$ cat config.mk
export PLATFORM = sky130hd
export DESIGN_NAME = kanagawa_hal_multi_channel_rv_fifo_flat
export DESIGN_NICKNAME = d
export VERILOG_FILES = /design/src/rtl/kanagawa_hal_multi_channel_rv_fifo_pkg.sv /design/src/rtl/kanagawa_hal_multi_channel_rv_fifo_if.sv /design/src/rtl/kanagawa_hal_rv_fifo_channel.sv /design/src/rtl/kanagawa_hal_multi_channel_rv_fifo.sv /design/src/flat_wrapper.sv
export SDC_FILE = /design/constraint.sdc
export NUM_CORES = 2
export LEC_CHECK = 0
export ABC_AREA = 1
export ABC_CLOCK_PERIOD_IN_PS = 3500
export CAP_MARGIN = 20
export CORE_MARGIN = 1
export CORE_UTILIZATION = 45
export CTS_CLUSTER_DIAMETER = 120
export CTS_CLUSTER_SIZE = 8
export DETAILED_ROUTE_END_ITERATION = 7
export SYNTH_ARGS = -nofsm -noshare
export SYNTH_HDL_FRONTEND = slang
export SYNTH_HIERARCHICAL = 1
export SYNTH_SLANG_ARGS = --single-unit
$ cat constraint.sdc
create_clock -name clock -period 3.5 [get_ports clock]
set_input_delay 0.525 -clock clock [delete_from_list [all_inputs] [get_ports clock]]
set_output_delay 0.525 -clock clock [all_outputs]
set_load 0.005 [all_outputs]
$ cat src/rtl/kanagawa_hal_multi_channel_rv_fifo_pkg.sv
// kanagawa_hal_fifo_pkg
//    Sizing helpers shared by the multi-channel ready/valid FIFO, its
//    per-channel sub-module and the bus interface.
//    No ports; this file holds functions only.
package kanagawa_hal_fifo_pkg;

   // The occupancy counter must represent 0..depth inclusive.
   function automatic int usedw_width(input int depth);
      return $clog2(depth + 1);
   endfunction

   // A storage pointer always gets at least one bit, even for a single-entry store.
   function automatic int ptr_width(input int depth);
      return (depth <= 2) ? 1 : $clog2(depth);
   endfunction

endpackage

$ cat src/rtl/kanagawa_hal_multi_channel_rv_fifo_if.sv
// kanagawa_hal_multi_channel_rv_fifo_if
//    Bundles the per-channel write side, read side, flush and status buses
//    of the multi-channel FIFO. Channel c occupies bit c of each flag bus,
//    bits [c*WIDTH +: WIDTH] of the data buses and bits [c*UW +: UW] of usedw.
//    Modports:
//       master - the stream producer/consumer (drives valid/data/flush/ready-to-pop)
//       slave  - the FIFO block
interface kanagawa_hal_multi_channel_rv_fifo_if
   import kanagawa_hal_fifo_pkg::*;
#(
   parameter int CHANNELS = 4,
   parameter int WIDTH    = 32,
   parameter int DEPTH    = 32
) ();
   localparam int UW = usedw_width(DEPTH);

   logic [CHANNELS-1:0]       input_valid;
   logic [CHANNELS-1:0]       input_ready;
   logic [CHANNELS*WIDTH-1:0] input_data;
   logic [CHANNELS*UW-1:0]    input_usedw;
   logic [CHANNELS-1:0]       input_almost_full;
   logic [CHANNELS-1:0]       flush;
   logic [CHANNELS-1:0]       output_valid;
   logic [CHANNELS-1:0]       output_ready;
   logic [CHANNELS*WIDTH-1:0] output_data;
   logic [CHANNELS-1:0]       output_almost_empty;

   modport master (
      output input_valid, input_data, flush, output_ready,
      input  input_ready, input_usedw, input_almost_full,
      input  output_valid, output_data, output_almost_empty
   );

   modport slave (
      input  input_valid, input_data, flush, output_ready,
      output input_ready, input_usedw, input_almost_full,
      output output_valid, output_data, output_almost_empty
   );
endinterface

$ cat src/rtl/kanagawa_hal_rv_fifo_channel.sv
// kanagawa_hal_rv_fifo_channel
//    One ready/valid FIFO channel: storage array, wrap-by-compare pointers,
//    exact registered occupancy, almost-full/almost-empty flags, synchronous
//    flush and an optional registered output stage.
//    Ports:
//       clock, rst            - clock and synchronous active-high reset
//       flush                 - discard all contents (wins over write/pop)
//       input_valid/_ready/_data, input_usedw, input_almost_full - write side
//       output_valid/_ready/_data, output_almost_empty           - read side
module kanagawa_hal_rv_fifo_channel
   import kanagawa_hal_fifo_pkg::*;
#(
   parameter int DEPTH               = 32,
   parameter int WIDTH               = 32,
   parameter int ALMOSTFULL_ENTRIES  = 0,
   parameter int ALMOSTEMPTY_ENTRIES = 0,
   parameter int REGISTERED_OUTPUT   = 0
) (
   input  logic                          clock,
   input  logic                          rst,
   input  logic                          flush,
   input  logic                          input_valid,
   output logic                          input_ready,
   input  logic [WIDTH-1:0]              input_data,
   output logic [usedw_width(DEPTH)-1:0] input_usedw,
   output logic                          input_almost_full,
   output logic                          output_valid,
   input  logic                          output_ready,
   output logic [WIDTH-1:0]              output_data,
   output logic                          output_almost_empty
);
   localparam int UW = usedw_width(DEPTH);
   // With an output register one of the DEPTH entries lives in that register.
   localparam int SD = (REGISTERED_OUTPUT != 0) ? DEPTH - 1 : DEPTH;
   localparam int PW = ptr_width(SD);

   localparam logic [UW-1:0] DEPTH_U  = UW'(DEPTH);
   localparam logic [UW-1:0] AF_LEVEL = UW'(DEPTH - ALMOSTFULL_ENTRIES);
   localparam logic [UW-1:0] AE_LEVEL = UW'(ALMOSTEMPTY_ENTRIES);
   localparam logic [PW-1:0] LAST_PTR = PW'(SD - 1);

   logic [WIDTH-1:0] mem_q [SD];
   logic [PW-1:0]    wr_ptr_q, wr_ptr_d;
   logic [PW-1:0]    rd_ptr_q, rd_ptr_d;
   logic [UW-1:0]    usedw_q, usedw_d;
   logic             wr_en;   // accepted write
   logic             pop;     // accepted pop at the output
   logic             st_rd;   // head entry leaves the storage array

   // Non-power-of-2 depth: wrap by explicit compare.
   function automatic logic [PW-1:0] next_ptr(input logic [PW-1:0] p);
      return (p == LAST_PTR) ? '0 : p + PW'(1);
   endfunction

   // Space freed by a same-cycle pop is deliberately not offered to the writer.
   assign input_ready = ~rst & (usedw_q < DEPTH_U);
   assign wr_en       = input_valid & input_ready & ~flush;
   assign pop         = output_valid & output_ready & ~flush;

   always_comb begin
      usedw_d  = usedw_q;
      wr_ptr_d = wr_ptr_q;
      rd_ptr_d = rd_ptr_q;
      if (wr_en && !pop) begin
         usedw_d = usedw_q + UW'(1);
      end else if (!wr_en && pop) begin
         usedw_d = usedw_q - UW'(1);
      end
      if (wr_en) begin
         wr_ptr_d = next_ptr(wr_ptr_q);
      end
      if (st_rd) begin
         rd_ptr_d = next_ptr(rd_ptr_q);
      end
   end

   always_ff @(posedge clock) begin
      if (rst || flush) begin
         usedw_q  <= '0;
         wr_ptr_q <= '0;
         rd_ptr_q <= '0;
      end else begin
         usedw_q  <= usedw_d;
         wr_ptr_q <= wr_ptr_d;
         rd_ptr_q <= rd_ptr_d;
      end
   end

   // Storage contents are never cleared; validity is tracked by usedw.
   always_ff @(posedge clock) begin
      if (wr_en) begin
         mem_q[wr_ptr_q] <= input_data;
      end
   end

   assign input_usedw         = usedw_q;
   assign input_almost_full   = (usedw_q >= AF_LEVEL);
   assign output_almost_empty = (usedw_q <= AE_LEVEL);

   generate
      if (REGISTERED_OUTPUT == 0) begin : g_show_ahead
         assign output_valid = (usedw_q != '0);
         assign output_data  = mem_q[rd_ptr_q];
         assign st_rd        = pop;
      end else begin : g_reg_out
         logic             out_valid_q;
         logic [WIDTH-1:0] out_data_q;
         logic             st_nonempty;

         // usedw counts the output register too, so storage holds usedw - out_valid.
         assign st_nonempty = (usedw_q != UW'(out_valid_q));
         // Refill whenever the register is empty or being popped this edge.
         assign st_rd       = st_nonempty & (~out_valid_q | pop) & ~flush;

         always_ff @(posedge clock) begin
            if (rst || flush) begin
               out_valid_q <= 1'b0;
            end else if (st_rd) begin
               out_valid_q <= 1'b1;
            end else if (pop) begin
               out_valid_q <= 1'b0;
            end
         end

         always_ff @(posedge clock) begin
            if (st_rd) begin
               out_data_q <= mem_q[rd_ptr_q];
            end
         end

         assign output_valid = out_valid_q;
         assign output_data  = out_data_q;
      end
   endgenerate

endmodule

$ cat src/rtl/kanagawa_hal_multi_channel_rv_fifo.sv
// kanagawa_hal_multi_channel_rv_fifo
//    CHANNELS independent ready/valid FIFOs sharing one clock. The top level
//    only slices the interface buses and instantiates one channel per stream.
//    Ports:
//       clock - single clock
//       rst   - synchronous active-high reset, discards all contents
//       bus   - slave modport carrying per-channel write/read/flush/status
module kanagawa_hal_multi_channel_rv_fifo
   import kanagawa_hal_fifo_pkg::*;
#(
   parameter int CHANNELS            = 4,
   parameter int DEPTH               = 32,
   parameter int WIDTH               = 32,
   parameter int ALMOSTFULL_ENTRIES  = 0,
   parameter int ALMOSTEMPTY_ENTRIES = 0,
   parameter int REGISTERED_OUTPUT   = 0,
   parameter int USE_LUTRAM          = 0
) (
   input logic                                 clock,
   input logic                                 rst,
   kanagawa_hal_multi_channel_rv_fifo_if.slave bus
);
   localparam int UW = usedw_width(DEPTH);

   // Elaboration-time parameter checks.
   if (ALMOSTFULL_ENTRIES >= DEPTH) begin : g_chk_af
      $error("ALMOSTFULL_ENTRIES must be less than DEPTH");
   end
   if (ALMOSTEMPTY_ENTRIES >= DEPTH) begin : g_chk_ae
      $error("ALMOSTEMPTY_ENTRIES must be less than DEPTH");
   end
   if (DEPTH < 2) begin : g_chk_depth
      $error("DEPTH must be at least 2");
   end
   if (CHANNELS < 1) begin : g_chk_channels
      $error("CHANNELS must be at least 1");
   end
   // Storage style is a placement hint only; reject nonsense values.
   if (USE_LUTRAM != 0 && USE_LUTRAM != 1) begin : g_chk_lutram
      $error("USE_LUTRAM must be 0 or 1");
   end

   generate
      for (genvar gi = 0; gi < CHANNELS; gi++) begin : g_ch
         kanagawa_hal_rv_fifo_channel #(
            .DEPTH               (DEPTH),
            .WIDTH               (WIDTH),
            .ALMOSTFULL_ENTRIES  (ALMOSTFULL_ENTRIES),
            .ALMOSTEMPTY_ENTRIES (ALMOSTEMPTY_ENTRIES),
            .REGISTERED_OUTPUT   (REGISTERED_OUTPUT)
         ) u_channel (
            .clock               (clock),
            .rst                 (rst),
            .flush               (bus.flush[gi]),
            .input_valid         (bus.input_valid[gi]),
            .input_ready         (bus.input_ready[gi]),
            .input_data          (bus.input_data[gi*WIDTH +: WIDTH]),
            .input_usedw         (bus.input_usedw[gi*UW +: UW]),
            .input_almost_full   (bus.input_almost_full[gi]),
            .output_valid        (bus.output_valid[gi]),
            .output_ready        (bus.output_ready[gi]),
            .output_data         (bus.output_data[gi*WIDTH +: WIDTH]),
            .output_almost_empty (bus.output_almost_empty[gi])
         );
      end
   endgenerate

endmodule

$ cat src/flat_wrapper.sv
// flat-port wrapper written by rule: the top's interface ports become plain ports
module kanagawa_hal_multi_channel_rv_fifo_flat import kanagawa_hal_fifo_pkg::*;
#(
   parameter int CHANNELS            = 4,
   parameter int DEPTH               = 32,
   parameter int WIDTH               = 32,
   parameter int ALMOSTFULL_ENTRIES  = 0,
   parameter int ALMOSTEMPTY_ENTRIES = 0,
   parameter int REGISTERED_OUTPUT   = 0,
   parameter int USE_LUTRAM          = 0
)
  (clock, rst, bus_input_valid, bus_input_data, bus_flush, bus_output_ready, bus_input_ready, bus_input_usedw, bus_input_almost_full, bus_output_valid, bus_output_data, bus_output_almost_empty);
  kanagawa_hal_multi_channel_rv_fifo_if #(.CHANNELS(CHANNELS), .WIDTH(WIDTH), .DEPTH(DEPTH)) bus_i ();
  input logic clock;
  input logic rst;
  input wire logic [$bits(bus_i.input_valid)-1:0] bus_input_valid;
  input wire logic [$bits(bus_i.input_data)-1:0] bus_input_data;
  input wire logic [$bits(bus_i.flush)-1:0] bus_flush;
  input wire logic [$bits(bus_i.output_ready)-1:0] bus_output_ready;
  output wire logic [$bits(bus_i.input_ready)-1:0] bus_input_ready;
  output wire logic [$bits(bus_i.input_usedw)-1:0] bus_input_usedw;
  output wire logic [$bits(bus_i.input_almost_full)-1:0] bus_input_almost_full;
  output wire logic [$bits(bus_i.output_valid)-1:0] bus_output_valid;
  output wire logic [$bits(bus_i.output_data)-1:0] bus_output_data;
  output wire logic [$bits(bus_i.output_almost_empty)-1:0] bus_output_almost_empty;
  assign bus_i.input_valid = bus_input_valid;
  assign bus_i.input_data = bus_input_data;
  assign bus_i.flush = bus_flush;
  assign bus_i.output_ready = bus_output_ready;
  assign bus_input_ready = bus_i.input_ready;
  assign bus_input_usedw = bus_i.input_usedw;
  assign bus_input_almost_full = bus_i.input_almost_full;
  assign bus_output_valid = bus_i.output_valid;
  assign bus_output_data = bus_i.output_data;
  assign bus_output_almost_empty = bus_i.output_almost_empty;
  kanagawa_hal_multi_channel_rv_fifo #(.CHANNELS(CHANNELS), .DEPTH(DEPTH), .WIDTH(WIDTH), .ALMOSTFULL_ENTRIES(ALMOSTFULL_ENTRIES), .ALMOSTEMPTY_ENTRIES(ALMOSTEMPTY_ENTRIES), .REGISTERED_OUTPUT(REGISTERED_OUTPUT), .USE_LUTRAM(USE_LUTRAM)) u_core (.clock(clock), .rst(rst), .bus(bus_i));
endmodule
### Word level (Yosys, flattened, before mapping)

Memory sizes are Yosys's and may differ from the RTL's. A register that Yosys moved wholly into a read port is not among the register bits.
Index checks and enable logic that the tools add are counted.

* add/subtract/negate cells: 16
* multiply operators: 0
* div/mod/pow operators: 0
* order comparisons: 12
* eq/ne operators: 8
* shift-type cells: 0
* multiplexer cells: 32
* bitwise operators: 25
* reductions and logical operators: 28

Operators with widths (number)
* $mux W5: 16
* $mux W6: 8
* $add A5 B1 Y5 const B: 8
* $eq A5 B5 Y1 const B: 8
* $add A6 B1 Y6 const B: 4
* $ge A6 B6 Y1 const B: 4
* $le A6 B1 Y1 const B: 4
* $lt A6 B6 Y1 const B: 4
* $reduce_bool A6 Y1: 4
* $sub A6 B1 Y6 const B: 4
* $and A1 B1 Y1: 20
* $logic_and A1 B1 Y1: 8
* $logic_not A1 Y1: 8
* $mux W1: 8
* $reduce_bool A2 Y1: 4
* $not A1 Y1: 5
* $logic_or A1 B1 Y1: 4

* register bits: 64
* latch bits: 0
* bits in writable memories: 4096
* ROM bits: 0
* input bits: 142
* word-level logic and storage cells: 137
* memories: 4

Memories
* u_core.g_ch[0].u_channel.mem_q: depth 32, bits a word 32, rd ports 1, clocked after Yosys merged registers in 1, write ports 1, line kanagawa_hal_rv_fifo_channel.sv:42 `logic [WIDTH-1:0] mem_q [SD];`
* u_core.g_ch[1].u_channel.mem_q: depth 32, bits a word 32, rd ports 1, clocked after Yosys merged registers in 1, write ports 1, line kanagawa_hal_rv_fifo_channel.sv:42
* u_core.g_ch[2].u_channel.mem_q: depth 32, bits a word 32, rd ports 1, clocked after Yosys merged registers in 1, write ports 1, line kanagawa_hal_rv_fifo_channel.sv:42
* u_core.g_ch[3].u_channel.mem_q: depth 32, bits a word 32, rd ports 1, clocked after Yosys merged registers in 1, write ports 1, line kanagawa_hal_rv_fifo_channel.sv:42

### Depth between registers and ports, before layout

* depth in word-level cells: 8
* mapped depth: 14
* mapped depth without buffers: 14

### Cells and area by module

The synthesis kept the hierarchy.

By module, submodules not included
* kanagawa_hal_rv_fifo_channel (u_core.g_ch[0].u_channel ...): instances 2, cells each 3649, area each 42887.4 um^2
* kanagawa_hal_rv_fifo_channel (u_core.g_ch[3].u_channel): instances 1, cells each 3647, area each 42801.0 um^2
* kanagawa_hal_rv_fifo_channel (u_core.g_ch[2].u_channel): instances 1, cells each 3650, area each 42717.2 um^2

### Least setup slack after synthesis

OpenSTA, ideal clock, no wires.

* path kind: input to register
* from: input port bus_flush[2]
* to: memory u_core.g_ch[2].u_channel.mem_q[31][0] (enable)
* library setup time: 461 ps
* arrival: 3320 ps
* path slack: -282 ps
* stages: 5
* buffers on the path: 0
* cells stage by stage: nor2_4 -> inv_2 -> nor2_2 -> nand3_1 -> nor3_1

* word-level cells in the longest chain between the ends: 4

RTL lines
* from (decl): line flat_wrapper.sv:18 `input wire logic [$bits(bus_i.flush)-1:0] bus_flush;`
* $not A1 Y1: line kanagawa_hal_rv_fifo_channel.sv:57 `assign wr_en = input_valid & input_ready & ~flush;`
* $and A1 B1 Y1: line kanagawa_hal_rv_fifo_channel.sv:57
* named net u_core.g_ch[2].u_channel.wr_en: line kanagawa_hal_rv_fifo_channel.sv:46 `logic wr_en;`
* $mux W1: line kanagawa_hal_rv_fifo_channel.sv:91 `if (wr_en) begin`
* $mux W1 (not written as such): line kanagawa_hal_rv_fifo_channel.sv:92 `mem_q[wr_ptr_q] <= input_data;`
* to (decl): line kanagawa_hal_rv_fifo_channel.sv:42

The timed path passes the listed nets, and every way through them passes these cells.

==> qor.yml <==
worst_hold_path:
  min_path_type: "input port to register"
synthesis:
  syn_area_um2: 171000
  syn_nets: 14800
  yosysSeqAreaShare_pct: 72.8
  synth_cell_types: 29
  yosys.area.top_type_share_pct: 71.8
  synth_top_area_cell: "edfxtp_1"
  synthXorXnorAreaFrac_pct: 0.0614
  postSynthCellCount: 14600
  synthMuxAreaShare_pct: 0
  synth_top_family_by_area: "simple AND/OR/NAND/NOR gates"
  yosys_most_used_dff: "edfxtp_1"
  postSynthRegisterBits: 4180
  syn_avg_cell_area_um2: 11.7
  synthAdderAreaFrac_pct: 0.397
  yosysWarnings: 6
  synth_compound_area_share_pct: 0.275
  synthSimpleGateAreaFrac_pct: 22.6
  async_reset_ff_share_pct: 0
  yosys-top-cells-area: "edfxtp_1 (72%), nand2_1 (13%), nand3_1 (9.2%), buf_6 (1.7%), buf_2 (1.0%)"
  synth_edf_count: 4096
global_routing:
  grt_first_pass_wirelength_mm: 754
  antenna_found_initial: 29
  grt_pass1_vias: 111000
  grt_max_degree: 102
  grtUsageTotal_pct: 26.6
  overflow: 0
cts:
  clock-sinks: 4180
  cts_tree: "built"
  clk_pin_slew_ns: 0.05
  cts_max_path_buffers: 4
  cts_buffers: 593
  cts_hold_buf: 0
  htreeDepth: 6
  cts_root_buf: "clkbuf_16"
  insertion_delay_ns: 1.06
critical_path:
  reg2regPathDepth: 12
  r2r_end: "u_core/g_ch[1].u_channel/input_usedw[4]"
  critPathLaunchType: "register"
  path_class: "register to output port"
  required_ns: 2.97
  cp-end-kind: "output port"
  cp_max_fo: 7
  cp.arrival_ns: 3.09
  endpoint: "bus_output_data[20]"
  regToRegSetupSlack_ns: 0.56
  r2r_start: "u_core/g_ch[1].u_channel/input_usedw[5]"
layout:
  finalNetCount: 15900
  syn_to_final_growth_pct: 25.5
  post-route-cell-area_um2: 215000
  final_common_cell: "nand2_1"
  layout.cells.non_filler: 20900
  drive_above_1_share_pct: 20.0
  multiInputGateArea_um2: 45800
  seq_area_um2: 125000
  final_cell_mix: "nand2_1 (5120), edfxtp_1 (4096), nand3_1 (2703)"
  n_fill_cell: 30000
routing:
  wl_per_cell_um: 25.6
  drt_iter0_drc: 13800
  firstDrtPassIters: 6
  detail-route-antenna-nets: 0
  drt-vias-per-instance: 5.70
  drt_wl_total_mm: 534
  drc_errors: 0
  vias: 119000
placement:
  port_buffers: 309
  dp.cells: 19600
  post-dp-hpwl_mm: 257
  gp_congestion: 0.829
  placed_area_um2: 182000
floorplan:
  io_pins: 310
  start_util_pct: 45.2
  placement_rows: 226
  die_h_um: 619
  die_x_um: 619
  core-area_um2: 379000
  die_area_um2: 383000
power:
  seqPwrFrac_pct: 47.9
  powerDensity_nw_per_um2: 536
  p_leak_nw: 79.1
  peakVddDrop_mv: 0.480
  power_switching_mw: 25.9
  combPwrFrac_pct: 7.0
  pwr-share-clk_pct: 45.1
  intPower_mw: 89.3
  swShare_pct: 22.5
sta:
  relSlewSlack_pct: 22.7
  max_clock_freq_mhz: 276
  drv_slew: 0
  fin_crit_sh_pct: 103
  tightest_slew_ns: 1.16
  setup_viol_count_final: 16
  post-route-min-period_ns: 3.62
  fin_skew_ns: 0.0794
  setup_ws_ns: -0.117
  rsz0062_at_grt: "yes"
  hold_viol_final: 0
job:
  drv_cap: 0
outcome:
  status: "finished, violations left"
  violations: "negative setup slack"
==> layer usage <==
metal	routed length [µm]	share of wire, %	track usage [%]
met3	51600	9.7	3.97
met4	18600	3.5	9.33
met1	215000	40	37.4
met2	249000	47	42.2
met5	85	0.016	0
==> power groups by stage <==
stage               Clock, mW  Combinational, mW  Sequential, mW
floorplan                   0               3.19            56.1
global placement            0               5.73            56.2
detailed placement          0               5.79            56.2
CTS                      52.6               7.16            55.2
global route             54.6               8.55            55.2
finish                   52.0               8.02            55.2
==> metrics by stage <==
stage | utilization [%] | worst slack, ns | power (mW) | TNS [ns] | hold WS [ns]
finish | 56.7 | -0.117 | 115 | -0.697 | 0.134
global route | 56.7 | -0.215 | 118 | -4.84 | 0.125
CTS | 54.9 | -0.253 | 115 | -5.84 | 0.162
detailed placement | 48.1 | 0.349 | 62.0 | 0 | 0.493
global placement | 48.1 | 0.346 | 61.9 | 0 | 0.494
floorplan | - | -0.282 | 59.3 | -44.64 | 0.473
==> timing repair <==
action | in CTS | in global routing
resized for setup | 1287 | 1160
setup endpoints to repair | 128 | 124
pin swaps | 291 | 559
buffers inserted | 213 | 78
gates cloned | 155 | 75
==> area by class of cell <==
type / instances / share of cell area (%)
Sequential cell: 4180 / 58.0
Multi-Input combinational cell: 9404 / 21.3
Timing Repair Buffer: 1345 / 9.62
Clock buffer: 711 / 7.24
Tap cell: 5016 / 2.92
Clock inverter: 46 / 0.456
Inverter: 132 / 0.332
Timing Repair inverter: 15 / 0.101
Antenna cell: 14 / 0.0163
==> state kept, by name (all words and copies together), names as in the netlist, named ones only <==
name,cells
u_core/g_ch.u_channel/input_usedw,24
u_core/g_ch.u_channel/rd_ptr_q,20
u_core/g_ch.u_channel/mem_q,4096
u_core/g_ch.u_channel/wr_ptr_q,20
==> critical path, cell delays in order, from the launching register on <==
cell,delay (ns)
dfxtp_4,0.38
buf_12,0.22
clkinv_16,0.11
buf_4,0.15
buf_6,0.11
buf_12,0.14
clkbuf_16,0.16
nand2_1,0.07
nand3_2,0.07
nand3_1,0.09
nand2_1,0.06
nand2_1,0.08
nand2_2,0.09
nand2_2,0.08
nand2_4,0.10
buf_6,0.14
==> synthesized netlist by cell type, types with 4 or more instances <==
cell type  instances
xor2_1             5
a211oi_1           6
nand4_1           15
clkbuf_1         108
nor2_1           202
nand2_1         5863
buf_6            257
inv_1            117
nor2_2             4
ha_1              48
dfxtp_1           84
xnor2_1            7
fa_1               4
buf_8              5
buf_1             73
buf_2            351
o21ai_0           34
nor3_1            28
nand3_1         3136
buf_4             81
a21oi_1           45
edfxtp_1        4096
o21bai_1           4
inv_2             11
==> worst min path at each step <==
stage	startpoint	end	slack (ns)	cells after the start
after floorplan	u_core/g_ch[0].u_channel/rd_ptr_q[3]	register	0.47	2
after global placement	u_core/g_ch[0].u_channel/rd_ptr_q[3]	register	0.49	2
after detailed placement	u_core/g_ch[1].u_channel/rd_ptr_q[3]	register	0.49	2
after CTS	bus_input_valid[3]	u_core/g_ch[3].u_channel/wr_ptr_q[1]	0.16	3
after global routing	bus_input_data[118]	u_core/g_ch[3].u_channel/mem_q[12][22]	0.13	1
final	bus_input_data[118]	u_core/g_ch[3].u_channel/mem_q[12][22]	0.13	1
==> cell families after synthesis <==
kind of cell / after synthesis
AOI/OAI and AO/OA: 89
and+or+nand+nor: 9251
adders and majority gates: 52
xor gates and xnor gates: 12
buffers and inverters: 1011
DFF: 4180
Note: power is estimated with default switching activity, not from simulation.
==> RTL change: new RTL, config.mk and constraints unchanged <==
`DEPTH` is set to 32 in 4 places; all go to 16.
--- a/src/rtl/kanagawa_hal_multi_channel_rv_fifo_if.sv
+++ b/src/rtl/kanagawa_hal_multi_channel_rv_fifo_if.sv
@@ -10,7 +10,7 @@
 #(
    parameter int CHANNELS = 4,
    parameter int WIDTH    = 32,
-   parameter int DEPTH    = 32
+   parameter int DEPTH    = 16
 ) ();
    localparam int UW = usedw_width(DEPTH);
 
--- a/src/rtl/kanagawa_hal_rv_fifo_channel.sv
+++ b/src/rtl/kanagawa_hal_rv_fifo_channel.sv
@@ -10,7 +10,7 @@
 module kanagawa_hal_rv_fifo_channel
    import kanagawa_hal_fifo_pkg::*;
 #(
-   parameter int DEPTH               = 32,
+   parameter int DEPTH               = 16,
    parameter int WIDTH               = 32,
    parameter int ALMOSTFULL_ENTRIES  = 0,
    parameter int ALMOSTEMPTY_ENTRIES = 0,
--- a/src/rtl/kanagawa_hal_multi_channel_rv_fifo.sv
+++ b/src/rtl/kanagawa_hal_multi_channel_rv_fifo.sv
@@ -9,7 +9,7 @@
    import kanagawa_hal_fifo_pkg::*;
 #(
    parameter int CHANNELS            = 4,
-   parameter int DEPTH               = 32,
+   parameter int DEPTH               = 16,
    parameter int WIDTH               = 32,
    parameter int ALMOSTFULL_ENTRIES  = 0,
    parameter int ALMOSTEMPTY_ENTRIES = 0,
--- a/src/flat_wrapper.sv
+++ b/src/flat_wrapper.sv
@@ -2,7 +2,7 @@
 module kanagawa_hal_multi_channel_rv_fifo_flat import kanagawa_hal_fifo_pkg::*;
 #(
    parameter int CHANNELS            = 4,
-   parameter int DEPTH               = 32,
+   parameter int DEPTH               = 16,
    parameter int WIDTH               = 32,
    parameter int ALMOSTFULL_ENTRIES  = 0,
    parameter int ALMOSTEMPTY_ENTRIES = 0,
Ports: changed (resized bus_input_usedw); port bits go from 310 to 306. The function was not compared with the original's and may differ.
==> RTL change against the unedited design <==
- worst setup slack gained 0.12 ns
- synthesized area shrank 48%
- total power shrank 51%
- routed wire length shrank 56%
- sequential cell count shrank 2064
- final area shrank 51%
- worst hold slack gained 0.23 ns
- global-route usage shrank 3.1 points
==> RTL change: results (changes against the unedited design) <==
status: "completed"  # was finished with violations
buffer_area_frac: 0.0705  # was 0.0962
place.gp.congestion: 0.815  # was 0.829
clock_skew_ns: 0.0655  # was 0.0794 ns
avgRoutedWirePerCell_um: 20.9  # was 25.6 um
cp_slowest_cell: "clkdlybuf4s50_1"  # was dfxtp_4
grt_use_total: 0.235  # was 0.266
insertedDiodeCount: 5  # was 14
grt_pass1_vias: 58400  # was 111000
dp_hpwl_mm: 124  # was 257 mm
grt_pass1_wl_mm: 355  # was 754 mm
drt-total-wl_mm: 238  # was 534 mm
synth_common_cells: "nand2_1, edfxtp_1, nand3_1, inv_1, nor2_1"  # was nand2_1, edfxtp_1, nand3_1, buf_2, buf_6
dr.pass1.iters: 5  # was 6
critPathArrivalTime_ns: 2.97  # was 3.09 ns
worstPathMaxFanout: 54  # was 7
dr_wl_met3_mm: 15.4  # was 51.6 mm
htreeDepth: 5  # was 6
clockNetworkAreaShare: 0.0788  # was 0.0769
antenna_found_initial: 12  # was 29
clock_sinks: 2116  # was 4180
ir_drop_v: 0.000358  # was 0.000480 V
slew_headroom: 0.453  # was 0.227
multi_input_area_share: 0.203  # was 0.213
final_core_util: 0.544  # was 0.567
routedLengthMet1_mm: 101  # was 215 mm
n_all_buffers: 592  # was 1345
p_leak_nw: 41.9  # was 79.1 nW
dp_cells: 10900  # was 19600
drive_above_1_share: 0.0873  # was 0.200
register_area_um2: 62900  # was 125000 um2
multi_input_gates: 5028  # was 9404
syn_avg_cell_area_um2: 10.8  # was 11.7 um2
synth_edf_count: 2048  # was 4096
max_stage_delay_ns: 0.54  # was 0.38 ns
==> RTL change: cell count changes in the layout (fill, tap and decap cells not counted), sizes merged, moves of 402 or more <==
cell    unedited run  this run
nand2           5863      3332
nand3           3136      1064
edfxtp          4096      2048
buf             1037       265
inv              154       626
clkbuf           809       407
==> RTL change: what timing repair did <==
item | CTS | global route
setup endpoints to repair | 126 | 108
cloned | 34 | 16
resized for setup | 121 | 70
pin swaps | 9 | 9
setup buffers | 22 | 13
hold buffers | 0 | 0
==> RTL change: logic make-up (layout without fill, tap and decap cells) <==
kind of cell,count (synthesis),count (layout),synth area share
buf+inv,1048,1617,0.0536
other cells,0,5,0
compound gates,180,180,0.0103
simple gates,4792,4792,0.218
xor+xnor,16,16,0.00158
flops,2116,2116,0.710
fa+ha+maj,40,40,0.00599
==> RTL change: per-layer routing <==
layer,vias up,GRT usage
li1,28200,-
met1,29100,0.320
met2,2081,0.382
met3,402,0.0343
met4,2,0.0895
met5,-,0
==> RTL change: power breakdown <==
group | leakage [nW] | internal, mW | switching, mW | total [mW]
combinational | 18.9 | 0.780 | 1.32 | 2.10
clock | 4.07 | 16.3 | 10.1 | 26.4
sequential | 19.0 | 27.9 | 0.0358 | 27.9
total | 41.9 | 44.9 | 11.5 | 56.4
==> RTL change: path summary, 6_finish.rpt <==
path / slack, ns / from / end / cells past startpoint
worst max register to register: 1.04 / u_core/g_ch[1].u_channel/input_usedw[4] / u_core/g_ch[1].u_channel/mem_q[2][26] / 6
worst max-delay path: 0.00004 / flip-flop / bus_output_data[2] / 9
worst min-delay path: 0.37 / bus_output_ready[1] / flip-flop / 5
worst min register to register: 0.51 / u_core/g_ch[1].u_channel/wr_ptr_q[2] / u_core/g_ch[1].u_channel/wr_ptr_q[2] / 2
